[config.mk]
export PLATFORM = sky130hd
export DESIGN_NAME = serial_mag_comp
export DESIGN_NICKNAME = d
export VERILOG_FILES = /design/src/rtl/serial_cmp_pkg.sv /design/src/rtl/serial_mag_comp_comp1.sv /design/src/rtl/serial_mag_comp.sv
export SDC_FILE = /design/constraint.sdc
export NUM_CORES = 1
export LEC_CHECK = 0
export CORE_MARGIN = 4
export CORE_UTILIZATION = 50
export CTS_CLUSTER_DIAMETER = 60
export CTS_CLUSTER_SIZE = 14
export DETAILED_ROUTE_END_ITERATION = 12
export PLACE_DENSITY = 0.82
export SYNTH_ARGS = -nofsm -noshare
export SYNTH_HDL_FRONTEND = slang
export SYNTH_SLANG_ARGS = --single-unit
[constraint.sdc]
create_clock -name clk -period 2.05 [get_ports clk]
set_clock_uncertainty 0.05 [all_clocks]
set_input_delay 0.3075 -clock clk [delete_from_list [all_inputs] [get_ports clk]]
set_output_delay 0.3075 -clock clk [all_outputs]
set_load 0.01 [all_outputs]
[src/rtl/serial_cmp_pkg.sv]
// -----------------------------------------------------------------------------
// serial_cmp_pkg
//   Shared types and constants for the bit-serial magnitude comparator.
//   - state_t : sequencer state encoding (IDLE, SHIFT, DONE)
//   - RES_*   : one-hot {gt, eq, lt} result encodings
// -----------------------------------------------------------------------------
package serial_cmp_pkg;

    typedef enum logic [1:0] {
        IDLE  = 2'd0,
        SHIFT = 2'd1,
        DONE  = 2'd2
    } state_t;

    localparam logic [2:0] RES_GT = 3'b100;
    localparam logic [2:0] RES_EQ = 3'b010;
    localparam logic [2:0] RES_LT = 3'b001;

endpackage : serial_cmp_pkg

[src/rtl/serial_mag_comp_comp1.sv]
// -----------------------------------------------------------------------------
// comp1
//   1-bit magnitude comparator cell.
//   Ports:
//     a, b : input bits
//     o1   : a > b
//     o2   : a == b
//     o3   : a < b
//   Exactly one of o1/o2/o3 is high for any input pair.
// -----------------------------------------------------------------------------
module comp1 (
    input  logic a,
    input  logic b,
    output logic o1,
    output logic o2,
    output logic o3
);

    assign o1 = a & ~b;
    assign o2 = ~(a ^ b);
    assign o3 = ~a & b;

endmodule : comp1

[src/rtl/serial_mag_comp.sv]
// -----------------------------------------------------------------------------
// serial_mag_comp
//   Bit-serial unsigned magnitude comparator. Captures two WIDTH-bit operands
//   on an accepted start, feeds one bit pair per clock (MSB first) through a
//   single comp1 cell, and latches the first difference it sees. Publishes a
//   one-hot gt/eq/lt result together with a one-cycle done pulse.
//
//   Parameters:
//     WIDTH  operand width in bits (2..64)
//
//   Ports:
//     clk    system clock, rising edge
//     rst    synchronous, active-high reset
//     start  request, honoured only when idle and not busy
//     a, b   operands, captured on accept
//     busy   high from the cycle after accept through the done cycle
//     done   one-cycle pulse, result valid
//     gt/eq/lt  one-hot result, held until the next accepted start
//
//   Build option:
//     SERIAL_CMP_EARLY_EXIT_EN  when defined, the sequencer leaves SHIFT on
//     the first differing bit instead of always running WIDTH cycles.
// -----------------------------------------------------------------------------
module serial_mag_comp
    import serial_cmp_pkg::*;
#(
    parameter int WIDTH = 8
) (
    input  logic             clk,
    input  logic             rst,
    input  logic             start,
    input  logic [WIDTH-1:0] a,
    input  logic [WIDTH-1:0] b,
    output logic             busy,
    output logic             done,
    output logic             gt,
    output logic             eq,
    output logic             lt
);

    localparam int CW = $clog2(WIDTH + 1);

    state_t           state;
    logic [WIDTH-1:0] a_sh;
    logic [WIDTH-1:0] b_sh;
    logic [CW-1:0]    cnt;
    logic             decided;
    logic             gt_r;
    logic             lt_r;

    logic             o1;
    logic             o2;
    logic             o3;
    logic             decide_gt;
    logic             decide_lt;
    logic             last_bit;
    logic             exit_shift;
    logic [2:0]       res;

    comp1 u_comp1 (
        .a  (a_sh[WIDTH-1]),
        .b  (b_sh[WIDTH-1]),
        .o1 (o1),
        .o2 (o2),
        .o3 (o3)
    );

    // NOTE: every always_comb output is given a default first, so no path
    // leaves it unassigned and no latch is inferred.
    always_comb begin
        decide_gt  = 1'b0;
        decide_lt  = 1'b0;
        last_bit   = 1'b0;
        exit_shift = 1'b0;
        res        = RES_EQ;

        decide_gt = !decided && o1;
        decide_lt = !decided && o3;
        last_bit  = (cnt == CW'(1));
`ifdef SERIAL_CMP_EARLY_EXIT_EN
        exit_shift = last_bit || decide_gt || decide_lt;
`else
        exit_shift = last_bit;
`endif
        if (gt_r)      res = RES_GT;
        else if (lt_r) res = RES_LT;
    end

    // NOTE: sequential state uses non-blocking assignments so every register
    // sees pre-edge values, independent of statement order.
    always_ff @(posedge clk) begin
        if (rst) begin
            state        <= IDLE;
            a_sh         <= '0;
            b_sh         <= '0;
            cnt          <= '0;
            decided      <= 1'b0;
            gt_r         <= 1'b0;
            lt_r         <= 1'b0;
            busy         <= 1'b0;
            done         <= 1'b0;
            {gt, eq, lt} <= 3'b000;
        end else begin
            done <= 1'b0;
            case (state)
                IDLE: begin
                    // busy is still high during the done cycle; a start seen
                    // there is ignored like any other start while busy.
                    if (start && !busy) begin
                        a_sh         <= a;
                        b_sh         <= b;
                        cnt          <= CW'(WIDTH);
                        decided      <= 1'b0;
                        gt_r         <= 1'b0;
                        lt_r         <= 1'b0;
                        {gt, eq, lt} <= 3'b000;
                        busy         <= 1'b1;
                        state        <= SHIFT;
                    end else begin
                        busy <= 1'b0;
                    end
                end

                SHIFT: begin
                    a_sh <= a_sh << 1;
                    b_sh <= b_sh << 1;
                    cnt  <= cnt - CW'(1);
                    // The first differing bit from the MSB decides; later
                    // bits cannot change an unsigned comparison.
                    if (decide_gt) begin
                        gt_r    <= 1'b1;
                        decided <= 1'b1;
                    end
                    if (decide_lt) begin
                        lt_r    <= 1'b1;
                        decided <= 1'b1;
                    end
                    if (exit_shift) state <= DONE;
                end

                DONE: begin
                    done         <= 1'b1;
                    {gt, eq, lt} <= res;
                    state        <= IDLE;
                end

                default: state <= IDLE;
            endcase
        end
    end

    // The cell's equality output is redundant with the other two.
    assert property (@(posedge clk) disable iff (rst) o2 == !(o1 | o3));

    // A published result is always one-hot.
    assert property (@(posedge clk) disable iff (rst) done |-> $onehot({gt, eq, lt}));

endmodule : serial_mag_comp

# == Word level (Yosys, flattened, before mapping) ==
# Index checks and enable logic that the tools add are counted.
# classes
reduce_logical,14
eq_ne,8
n_bitwise,4
n_mux,23
add_sub_neg,1
# ops
op,count
8-bit case mux with 2 select lines,2
8-bit 2-to-1 mux,2
1-bit case mux with 2 select lines,6
3-bit AND reduction,3
"2-bit inequality test, second input constant",4
4-bit case mux with 2 select lines,1
1-bit 2-to-1 mux,6
2-bit 2-to-1 mux,3
2-bit AND reduction,3
"4-bit by 1-bit == test with 1-bit output, second input constant",1
4-bit 2-to-1 mux,1
2-bit case mux with 2 select lines,1
2-bit nonzero test,2
"4-bit by 1-bit subtractor with 4-bit output, second input constant",1
1-bit logical AND,3
3-bit 2-to-1 mux,1
"3-bit inequality test, second input constant",1
1-bit AND,2
"2-bit by 1-bit == test with 1-bit output, second input constant",1
"2-bit == test, second input constant",1
1-bit zero test,2
2-bit zero test,1
1-bit inverter,2
# totals
output_inout_bits,5
reg_bits,30
elab_cells,62

# == Logic depth before layout (Yosys ltp) ==
# Gate-level depths: netlist of run 1.
# depth
ltp_word,6
depth_mapped,5
mapped_depth_nobuf,5

# == Modules after synthesis ==
# Synthesis of run 1 repeated with hierarchy kept, for this count alone.
# unflattened
cells_unflattened,140
hier_area_um2,1330.0
# modules_own_cells
module,cells_per_inst,n_inst,area_each_um2,seq_area_each_um2
serial_mag_comp,136,1,1297.5,600.6
comp1,4,1,32.5,0.0

# == Least setup slack after synthesis of run 1 ==
# No wires, ideal clock.
# synth_path
kind,flip-flop to flip-flop
startpoint,register busy
endpoint,register b_sh[2]
t_required_ps,1942
stages_incl_launch_ff,5
setup_time_ps,58
setup_slack_ps,607
arrival_time_ps,1335
cell_sequence,dfxtp_1 -> or4b_4 -> buf_6 -> nor3b_2 -> a221o_2
# synth_between
elab_chain_cells,4
# synth_rtl
element,line,rtl
"start, declared",serial_mag_comp.sv:34,"output logic busy,"
"start signal, assigned",serial_mag_comp.sv:100,busy <= 1'b0;
"start signal, assigned",serial_mag_comp.sv:117,busy <= 1'b1;
"start signal, assigned",serial_mag_comp.sv:120,busy <= 1'b0;
1-bit zero test,serial_mag_comp.sv:109,if (start && !busy) begin
1-bit logical AND,serial_mag_comp.sv:109,
2-bit inequality test (no line),--,
2-bit AND reduction (no line),--,
"end signal, assigned",serial_mag_comp.sv:126,b_sh <= b_sh << 1;
"end, declared",serial_mag_comp.sv:45,logic [WIDTH-1:0] b_sh;
# Every way passes these cells.
# A chain may end at the register's enable or synchronous reset.

# == Worst setup path after layout of run 1 ==
# layout_path
startpoint,register state[0]
endpoint,register cnt[0]
# layout_between
elab_chain_cells,3
elab_cells_between_ends,6
classes_between,2 x eq/ne; 1 x mux; 3 x reduce/logical
# layout_rtl
element,line,rtl
"start, declared",serial_mag_comp.sv:43,state_t state;
"start signal, assigned",serial_mag_comp.sv:93,state <= IDLE;
"start signal, assigned",serial_mag_comp.sv:118,state <= SHIFT;
"start signal, assigned",serial_mag_comp.sv:138,if (exit_shift) state <= DONE;
2-bit by 1-bit == test with 1-bit output / 2-bit zero test (equally long branches),serial_mag_comp.sv:105,case (state)
2-bit nonzero test (no line) / 2-bit inequality test (equally long branches),--,
2-bit AND reduction (no line),--,
"end signal, assigned",serial_mag_comp.sv:112,cnt <= CW'(WIDTH);
"end signal, assigned",serial_mag_comp.sv:127,cnt <= cnt - CW'(1);
"end, declared",serial_mag_comp.sv:46,logic [CW-1:0] cnt;
# Several ways; a longest one is shown, not always the timed one.

==> results of run 1 <==
==> worst min-delay path by stage <==
| stage | startpoint | end | slack (ns) | cells past startpoint |
|---|---|---|---|---|
| 2_1_floorplan | a[0] | a_sh[0]$_SDFFE_PP0P_ | 0.39 | 2 |
| 3_3_place_gp | eq$_SDFFE_PP0P_ | eq$_SDFFE_PP0P_ | 0.40 | 2 |
| 3_5_place_dp | eq$_SDFFE_PP0P_ | eq$_SDFFE_PP0P_ | 0.42 | 2 |
| 4_1_cts | eq$_SDFFE_PP0P_ | eq$_SDFFE_PP0P_ | 0.43 | 2 |
| 5_1_grt | gt$_SDFFE_PP0P_ | gt$_SDFFE_PP0P_ | 0.46 | 2 |
| 6_report | eq$_SDFFE_PP0P_ | eq$_SDFFE_PP0P_ | 0.42 | 2 |
==> sequential cells by signal, summed over array words and instances, names as in the netlist <==
name and flops:
eq 1, lt 1, gt 1, lt_r 1, gt_r 1, state 2, busy 1, decided 1
b_sh 8, done 1, a_sh 8, cnt 4
==> critical path: stages (launching register included) <==
cell and delay, ns:
dfxtp_1 0.61, nand2b_2 0.18, nor2_2 0.59, mux2_2 0.28
==> layout make-up <==
cell class	count	area share, %
clock buffers	6	3.07
clock inverters	1	1.80
inverters	2	0.450
multi-input cells	81	40.9
flip-flops and latches	30	36.0
well taps	30	2.25
repair buffers	27	15.6
==> logic make-up after synthesis <==
| group | synth area share, % |
|---|---|
| simple gates | 28.3 |
| flops | 44.5 |
| compound gates | 18.9 |
| buf+inv | 5.00 |
| fa+ha+maj | 1.85 |
| xor+xnor | 0.649 |
| mux | 0.834 |
==> placed cells by master, fill, tap and decap left out, types with 2 or more instances in the layout <==
cell              n
buf_4             4
dfxtp_1          30
a221o_1           9
nor3b_2          12
clkdlybuf4s50_1  23
ha_1              2
nand2_1           3
a31oi_1           3
nand3b_1          2
nor3_1            6
a21oi_1           6
nand2b_1          2
inv_1             2
a221o_2           5
nor2_1            6
nand3_1           4
clkbuf_4          5
nor3b_1           4
==> power by group through the flow <==
stage / combinational [µW] / clock (µW) / sequential [µW]
3_5_place_dp: 259 / 0 / 704
6_report: 259 / 491 / 691
2_1_floorplan: 207 / 0 / 682
3_3_place_gp: 248 / 0 / 700
5_1_grt: 285 / 530 / 699
4_1_cts: 261 / 498 / 691
==> layer usage <==
metal / GRT usage, % / up-vias / share of wire, %
met1: 20.1 / 509 / 45
met3: 7.34 / 7 / 6.0
met4: 7.59 / 0 / 2.0
met2: 26.4 / 25 / 47
met5: 0 / - / 0
li1: - / 513 / -
==> cell usage after synthesis (2+ instances only) <==
| cell | n |
|---|---|
| a21oi_1 | 6 |
| a221o_1 | 9 |
| a221o_2 | 5 |
| a31oi_1 | 3 |
| buf_2 | 2 |
| buf_4 | 2 |
| buf_6 | 2 |
| clkbuf_1 | 2 |
| dfxtp_1 | 30 |
| ha_1 | 2 |
| inv_1 | 2 |
| nand2_1 | 3 |
| nand2b_1 | 2 |
| nand3_1 | 4 |
| nand3b_1 | 2 |
| nor2_1 | 6 |
| nor3_1 | 6 |
| nor3b_1 | 4 |
| nor3b_2 | 12 |
==> metrics by stage <==
stage,cell area (µm²),setup slack [ns]
after detailed placement,1590,0.0814
final,1670,0.289
after CTS,1670,0.312
after global routing,1670,0.209
after floorplan,1350,0.607
after global placement,1590,0.143
==> impl_metrics.csv, run 1 <==
group,metric,value,unit
clock_tree,post_cts_buffers,0,
route,wire_per_inst,15.4,µm
die,num_rows,18,
clock_tree,clock-sinks,30,
synthesis,syn-cell-area,0.00135,mm²
critical_path,rr_endpoint,"cnt[0]$_SDFFE_PP0P_",
synthesis,synth_seq_cells,30,
global_routing,grt_usage,17.0,%
power_and_ir_drop,switching_power,384,µW
critical_path,cp-startpoint,"state[0]$_SDFFE_PP0P_",
die,io_pins,24,
die,coreArea,0.00252,mm²
global_routing,grt_pass1_vias,1012,
route,ant_nets,0,
finish,multiInputGateArea,682,µm²
synthesis,yosys.area.top_type,"dfxtp_1",
placed_design,routabilityCongestion,0.756,
sta,worstMarginPinSlew,0.730,ns
sta,fmaxAchievable,568,MHz
hold_path,hold_path.class,"reg -> reg",
synthesis,syn_inst,122,
clock_tree,root_buffer,"clkbuf_4",
power_and_ir_drop,pwr-share-clk,34.1,%
finish,fill_cells,210,
clock_tree,clk_path_buf_depth,2,
die,initial_utilization,53.5,%
clock_tree,cts_tree,"done",
power_and_ir_drop,cellLeakagePower,0.000601,µW
critical_path,path_class,"reg -> reg",
route,drt-pass1-iter-count,4,
power_and_ir_drop,switching_share,26.7,%
sta,drv_slew,0,
synthesis,synthFlopType,"dfxtp_1",
sta,period_share,85.9,%
global_routing,antenna_found_initial,0,
critical_path,critPathLaunchType,"flip-flop",
clock_tree,clkSlewWorstSetupHoldPaths,0.09,ns
critical_path,r2r_start,"state[0]$_SDFFE_PP0P_",
synthesis,synthArstFlopShare,0,%
power_and_ir_drop,powerDensity,863,mW/mm²
sta,period_minus_slack,1.76,ns
placed_design,io_buffers,23,
route,viasPerCell,5.95,
synthesis,syn_nets,143,
placed_design,hpwl,1.87,mm
sta,hold_viol,0,
power_and_ir_drop,peakVddDrop,0.573,mV
route,vias,1054,
finish,num_antenna_cells,0,
synthesis,ys_warn_count,0,
critical_path,endpoint_kind,"flip-flop",
power_and_ir_drop,total_power,1440,µW
route,drc,0,
finish,drive_gt1_share,24.5,%
clock_tree,worstSkewPairLatency,0.34,ns
power_and_ir_drop,power_frac_seq,48.0,%
finish,fin_nets,168,
route,drt_iter0_markers,43,
global_routing,grt_max_degree,23,
synthesis,synth_area_per_cell,11.1,µm²
clock_tree,cts_buffers,5,
critical_path,crit_fanout,17,
die,die_width,60.0,µm
sta,setup_violations,0,
power_and_ir_drop,internal-power,1060,µW
finish,syn_to_final_growth,23.6,%
synthesis,synth_edf_count,0,
placed_design,numPlacedInstances,170,
sta,worst_hold_slack,0.421,ns
global_routing,grt_pass1_wl,4.44,mm
sta,rsz0062_at_grt,"false",
clock_tree,hold_buffers,0,
route,wirelength,2.72,mm
critical_path,r2r_setup_slack,0.29,ns
finish,seq_area,601,µm²
clock_tree,post_cts_resized,0,
critical_path,worstPathRequired,2.27,ns
sta,setup_tns,0,ns
finish,fin_util,66.2,%
critical_path,setup.worst_path.end,"cnt[0]$_SDFFE_PP0P_",
global_routing,grt_overflow,0,
critical_path,crit_arrival,1.98,ns
sta,slew_headroom,51.3,%
critical_path,r2r_cells,3,
die,die-area,0.00360,mm²
flow_run,cap_violations,0,
outcome,status,"finished, final reports clean",
die,die_h,60.0,µm
synthesis,yosys.area.top_type_share,44.5,%
synthesis,ys_seq_area_share,44.5,%
finish,final_cells,177,
clock_tree,cts_htree_levels,2,
power_and_ir_drop,combPwrFrac,18.0,%
synthesis,synth.area.top_cells,"dfxtp_1 44%, nor3b_2 11%, a221o_1 6.7%",
synthesis,synth_cell_type_count,37,
No activity file was read; power rests on OpenSTA's default activity.
==> run 2, diff against run 1 <==
CAP_MARGIN = 20   (was not set)
PLACE_DENSITY = 0.84   (was 0.82)
SLEW_MARGIN = 20   (was not set)
==> run 2 against run 1 <==
Against the previous run: final cell count is 1.1% higher; register-to-register slack hardly changed; non-clock buffer count is 1 higher; global-route usage is 0.59 points lower; design area is 0.82% lower.
==> impl_metrics.csv, run 2 (synthesized netlist as in run 1, its figures left out) <==
group,metric,value,unit
outcome,status,"finished, final reports clean",
global_routing,grt_max_degree,23,
finish,final_cells,179,
die,coreArea,0.00252,mm²
sta,worstMarginPinSlew,0.685,ns
critical_path,cp_top_family,"simple AND/OR/NAND/NOR gates",
sta,hold_viol,0,
critical_path,crit_fanout,17,
global_routing,grt_overflow,0,
die,die_h,60.0,µm
clock_tree,post_cts_resized,0,
global_routing,met1_usage,19.7,%
placed_design,numPlacedInstances,171,
finish,fill_cells,209,
finish,syn_to_final_growth,22.6,%
sta,fmaxAchievable,571,MHz
global_routing,grt.busiest_layer,"met2",
global_routing,antenna_found_initial,0,
route,ant_nets,0,
critical_path,slowest_delay,0.63,ns
clock_tree,hold_buffers,0,
global_routing,grt_usage,16.4,%
route,drt_iter0_markers,24,
sta,setup_violations,0,
clock_tree,worstSkewPairLatency,0.31,ns
placed_design,io_buffers,23,
sta,rsz0062_at_grt,"false",
clock_tree,clk_path_buf_depth,2,
die,io_pins,24,
global_routing,gr-usage-met2,27.0,%
critical_path,path_class,"reg -> reg",
critical_path,endpoint_kind,"flip-flop",
route,viasPerCell,5.71,
route,wire_per_inst,14.5,µm
sta,period_share,85.5,%
route,vias,1022,
critical_path,r2r_cells,3,
clock_tree,cts_tree,"done",
global_routing,met3_usage,5.18,%
critical_path,critPathLaunchType,"flip-flop",
die,die_width,60.0,µm
sta,period_minus_slack,1.75,ns
clock_tree,cts_buffers,5,
flow_run,cap_violations,0,
sta,setup_ws,0.298,ns
finish,final_cell_mix,"30 x dfxtp_1, 23 x clkdlybuf4s50_1, 12 x nor3b_2, 9 x a221o_1",
hold_path,hold_path.class,"reg -> reg",
power_and_ir_drop,cellLeakagePower,0.000597,µW
die,die-area,0.00360,mm²
critical_path,worstPathRequired,2.26,ns
critical_path,worst_path_max_delay_cell,"dfxtp_1",
critical_path,path_cells,"nand2b_2 > nor2_2 > mux2_2",
clock_tree,clock-sinks,30,
clock_tree,cts_htree_levels,2,
power_and_ir_drop,peakVddDrop,0.565,mV
power_and_ir_drop,powerDensity,791,mW/mm²
finish,num_antenna_cells,0,
clock_tree,post_cts_buffers,0,
critical_path,crit_arrival,1.96,ns
critical_path,worst-path-buf-inv,0,
global_routing,grt_pass1_wl,4.41,mm
route,drt-pass1-iter-count,4,
placed_design,hpwl,1.84,mm
sta,setup_tns,0,ns
finish,drive_gt1_share,24.8,%
placed_design,routabilityCongestion,0.761,
global_routing,grt_pass1_vias,1004,
finish,fin_util,65.6,%
critical_path,cp.depth,3,
die,initial_utilization,53.5,%
placed_design,dpl_worst_slack,0.0410,ns
finish,layout_commonest_cell,"dfxtp_1",
sta,drv_slew,0,
hold_path,hold_depth,2,
finish,reg_top3,"a_sh: 8 flops, b_sh: 8 flops, cnt: 4 flops",
die,num_rows,18,
route,drc,0,
clock_tree,root_buffer,"clkbuf_4",
sta,worst_hold_slack,0.419,ns
route,wirelength,2.60,mm
sta,slew_headroom,54.3,%
finish,fin_nets,169,
clock_tree,clkSlewWorstSetupHoldPaths,0.09,ns
-- run 2: changes by cell type in the layout (fill, tap and decap cells not counted) --
cell,previous run,this run
buf_4,4,5
bufinv_16,1,0
clkbuf_1,0,1
clkinv_2,0,1
-- run 2: path summary, 6_finish.rpt --
path / end / startpoint / slack (ns)
min: eq$_SDFFE_PP0P_ / eq$_SDFFE_PP0P_ / 0.42
max: cnt[0]$_SDFFE_PP0P_ / state[0]$_SDFFE_PP0P_ / 0.30
min reg2reg: eq$_SDFFE_PP0P_ / eq$_SDFFE_PP0P_ / 0.42
max reg2reg: cnt[0]$_SDFFE_PP0P_ / state[0]$_SDFFE_PP0P_ / 0.30
-- run 2: tightest hold or removal path, stage by stage (launching register included) --
cell	delay, ns
dfxtp_1	0.32
nand3_1	0.06
a21oi_1	0.05
-- run 2: per-layer routing --
metal	up-vias	part of all wire (%)
met4	0	0.96
li1	515	-
met3	4	4.5
met5	-	0
met2	18	49
met1	485	45
-- run 2: stage by stage --
| stage | power, µW | area, µm² |
|---|---|---|
| floorplan | 889 | 1350 |
| global placement | 953 | 1600 |
| detailed placement | 966 | 1600 |
| CTS | 1320 | 1660 |
| global route | 1380 | 1660 |
| finish | 1310 | 1660 |
-- run 2: where the power goes --
group	switching, µW	total, µW	internal [µW]
Combinational	124	261	137
Clock	190	356	166
Sequential	52.5	691	639
-- run 2: cell type report --
| type | instances | area, µm² | share of cell area, % |
|---|---|---|---|
| Clock buffer | 7 | 55.1 | 3.33 |
| Clock inverter | 1 | 5.00 | 0.302 |
| Inverter | 2 | 7.51 | 0.454 |
| Multi-Input combinational cell | 81 | 682 | 41.2 |
| Sequential cell | 30 | 601 | 36.3 |
| Tap cell | 30 | 37.5 | 2.27 |
| Timing Repair Buffer | 28 | 268 | 16.2 |
==> edit, RTL diff (settings of run 2) <==
Add an input register stage for `start`, `a` and `b`, cleared by the reset; this delays them by one clock. Comments in the files are not updated.
--- a/src/rtl/serial_mag_comp.sv
+++ b/src/rtl/serial_mag_comp.sv
@@ -41,2 +41,18 @@
     localparam int CW = $clog2(WIDTH + 1);
+
+    logic start_q;
+    logic [WIDTH-1:0] a_q;
+    logic [WIDTH-1:0] b_q;
+
+    always_ff @(posedge clk) begin
+        if (rst) begin
+            start_q <= '0;
+            a_q     <= '0;
+            b_q     <= '0;
+        end else begin
+            start_q <= start;
+            a_q     <= a;
+            b_q     <= b;
+        end
+    end
 
@@ -108,5 +124,5 @@
                     // there is ignored like any other start while busy.
-                    if (start && !busy) begin
-                        a_sh         <= a;
-                        b_sh         <= b;
+                    if (start_q && !busy) begin
+                        a_sh         <= a_q;
+                        b_sh         <= b_q;
                         cnt          <= CW'(WIDTH);
Formal check against the unedited RTL: not equivalent (a bounded check fails within 4 cycles, from zero or initial values and one cycle with rst high).
==> edit against run 2 <==
  * Area after synthesis rose by 28%
  * Die area up 24%
  * Final area increased by 24%
  * Utilization down 4.1 points
  * Synthesized cell count rose by 43%
  * Setup slack better by 0.026 ns
  * Global-route usage increased by 0.14 points
  * Wire length rose by 29%
  * Maximum frequency up 1.5%
  * Power rose by 28%
  * Via count up 33%
  * Sequential cell count up 17
  * Critical path type is now reg2out
==> edit: results (changes against run 2) <==
| Metric | Value |
|---|---|
| CTS max path bufs | `2 (unchanged)` |
| DR WL met3 | `195 um (+68%)` |
| Yosys warnings | `0 (unchanged)` |
| Setup WS pre-CTS | `0.4120 ns (+0.3710 ns)` |
| Most frequent cells after synthesis | `dfxtp_1, a21oi_1, nand3_1, nor2b_1, a22oi_1` |
| DPL Wire Length | `2228 um (+21%)` |
| Post-placement cell area | `0.001977 mm2 (+24%)` |
| First-pass GRT wire length | `5492 um (+25%)` |
| Final net count | `215 (+27%)` |
| Worst Hold Class | `reg2reg` |
| Syn_nets | `195 (+36%)` |
| # diodes | `0 (unchanged)` |
| GPL Wtd Cong | `0.7081 (-7.0%)` |
| Slowest cell on the critical path | `clkdlybuf4s50_1` |
| Max layer used | `met4` |
| Setup bufs post-CTS | `0 (unchanged)` |
| Fill count | `300 (+44%)` |
| Family with the most delay on the worst path | `buffers and inverters` |
| Router iterations before antenna repair | `4 (unchanged)` |
| Syn Area/Cell | `9.959 um2 (-10%)` |
| Worst rel slew slack | `0.6429 (+0.1004)` |
| Clk Latency, worst-skew pair | `0.35 ns (+0.04 ns)` |
| Initial antenna violation count | `0 (unchanged)` |
| Port bufs | `23 (unchanged)` |
| CP Max Fanout | `4 (-13)` |
| Met1 WL | `1365 um (+15%)` |
| Pin count of the biggest net entering global routing | `36 (+57%)` |
| Dpl cells | `233 (+36%)` |
| Cells resized by post-CTS repair | `0 (unchanged)` |
| Htree depth | `2 (unchanged)` |
| Clk slew on worst S/H paths | `0.13 ns (+0.04 ns)` |
| Slowest stage delay, CP | `0.57 ns (-0.06 ns)` |
| Vias | `1357 (+33%)` |
| Met2 routed WL | `1744 um (+37%)` |
| Status | `finished clean` |
| Drt wl/cell | `13.93 um (-4.0%)` |
| Vias in the first global route | `1265 (+26%)` |
| CP arrival | `1.37 ns (-0.59 ns)` |
| Cts bufs inserted | `5 (unchanged)` |
| Prevailing post-synth register cell | `dfxtp_1` |
| Dominant cells by area after synthesis | `dfxtp_1, a21oi_1, nor2b_1` |
| Overall global routing resource usage | `0.1651 (+0.001368)` |
| Peak VDD IR | `0.4296 mV (-24%)` |
| Clk root buf | `clkbuf_4` |
| Leak | `0.7015 nW (+17%)` |
| Iter 0 DRT Violations | `141 (+490%)` |
| Final Max Slew Viols | `0 (unchanged)` |
| Fraction of layout cells with a size suffix above 1 | `0.07732 (-0.1710)` |
| Asr flop ratio synth | `0 (unchanged)` |
| Distinct cell type count after synthesis | `29 (-22%)` |
| Sequential-to-total area share from yosys stat | `0.5430 (+0.09810)` |
| Total wire length | `3344 um (+29%)` |
[edit: final timing paths]
check	from	to	slack, ns	cells after the start
setup / recovery	busy	busy	0.32	1
hold / removal	b_q[0]	b_sh[0]	0.40	2
setup reg to reg	state[1]	eq	0.41	3
hold reg to reg	b_q[0]	b_sh[0]	0.40	2
[edit: cells by family (layout without fill, tap and decap cells)]
logic type,Yosys count,in the layout,share of synthesized area
compound gates,44,44,0.1538
xor+xnor,1,1,0.005055
fa+ha+maj,2,2,0.01444
buf+inv,17,37,0.05849
flops,47,47,0.5430
simple gates,63,63,0.2253
[edit: power by group]
group	total, mW	switching [mW]	leakage [nW]	internal (mW)
clock network	0.527	0.277	0.0373	0.250
registers	0.980	0.0265	0.385	0.953
logic	0.166	0.0821	0.279	0.0837
[edit: cell type report]
type	count	area (um2)	area share
Tap cell	46	57.56	0.02805
Inverter	2	7.507	0.003659
Timing Repair Buffer	28	280.3	0.1366
Multi-Input combinational cell	110	690.7	0.3366
Sequential cell	47	940.9	0.4585
Clock inverter	2	37.54	0.01829
Clock buffer	5	37.54	0.01829
[edit: stage by stage]
| step | total power [mW] | hold WS [ns] |
|---|---|---|
| after floorplan | 1.102 | 0.3674 |
| after global routing | 1.741 | 0.4227 |
| after detailed placement | 1.166 | 0.3845 |
| final | 1.672 | 0.3968 |
| after global placement | 1.152 | 0.3761 |
| after CTS | 1.683 | 0.4004 |
[edit: layer usage]
metal  global-route usage  up-vias
met5                    0        -
met4              0.07595        0
met3              0.05565        4
met2               0.2772       37
met1               0.1876      659
li1                     -      657
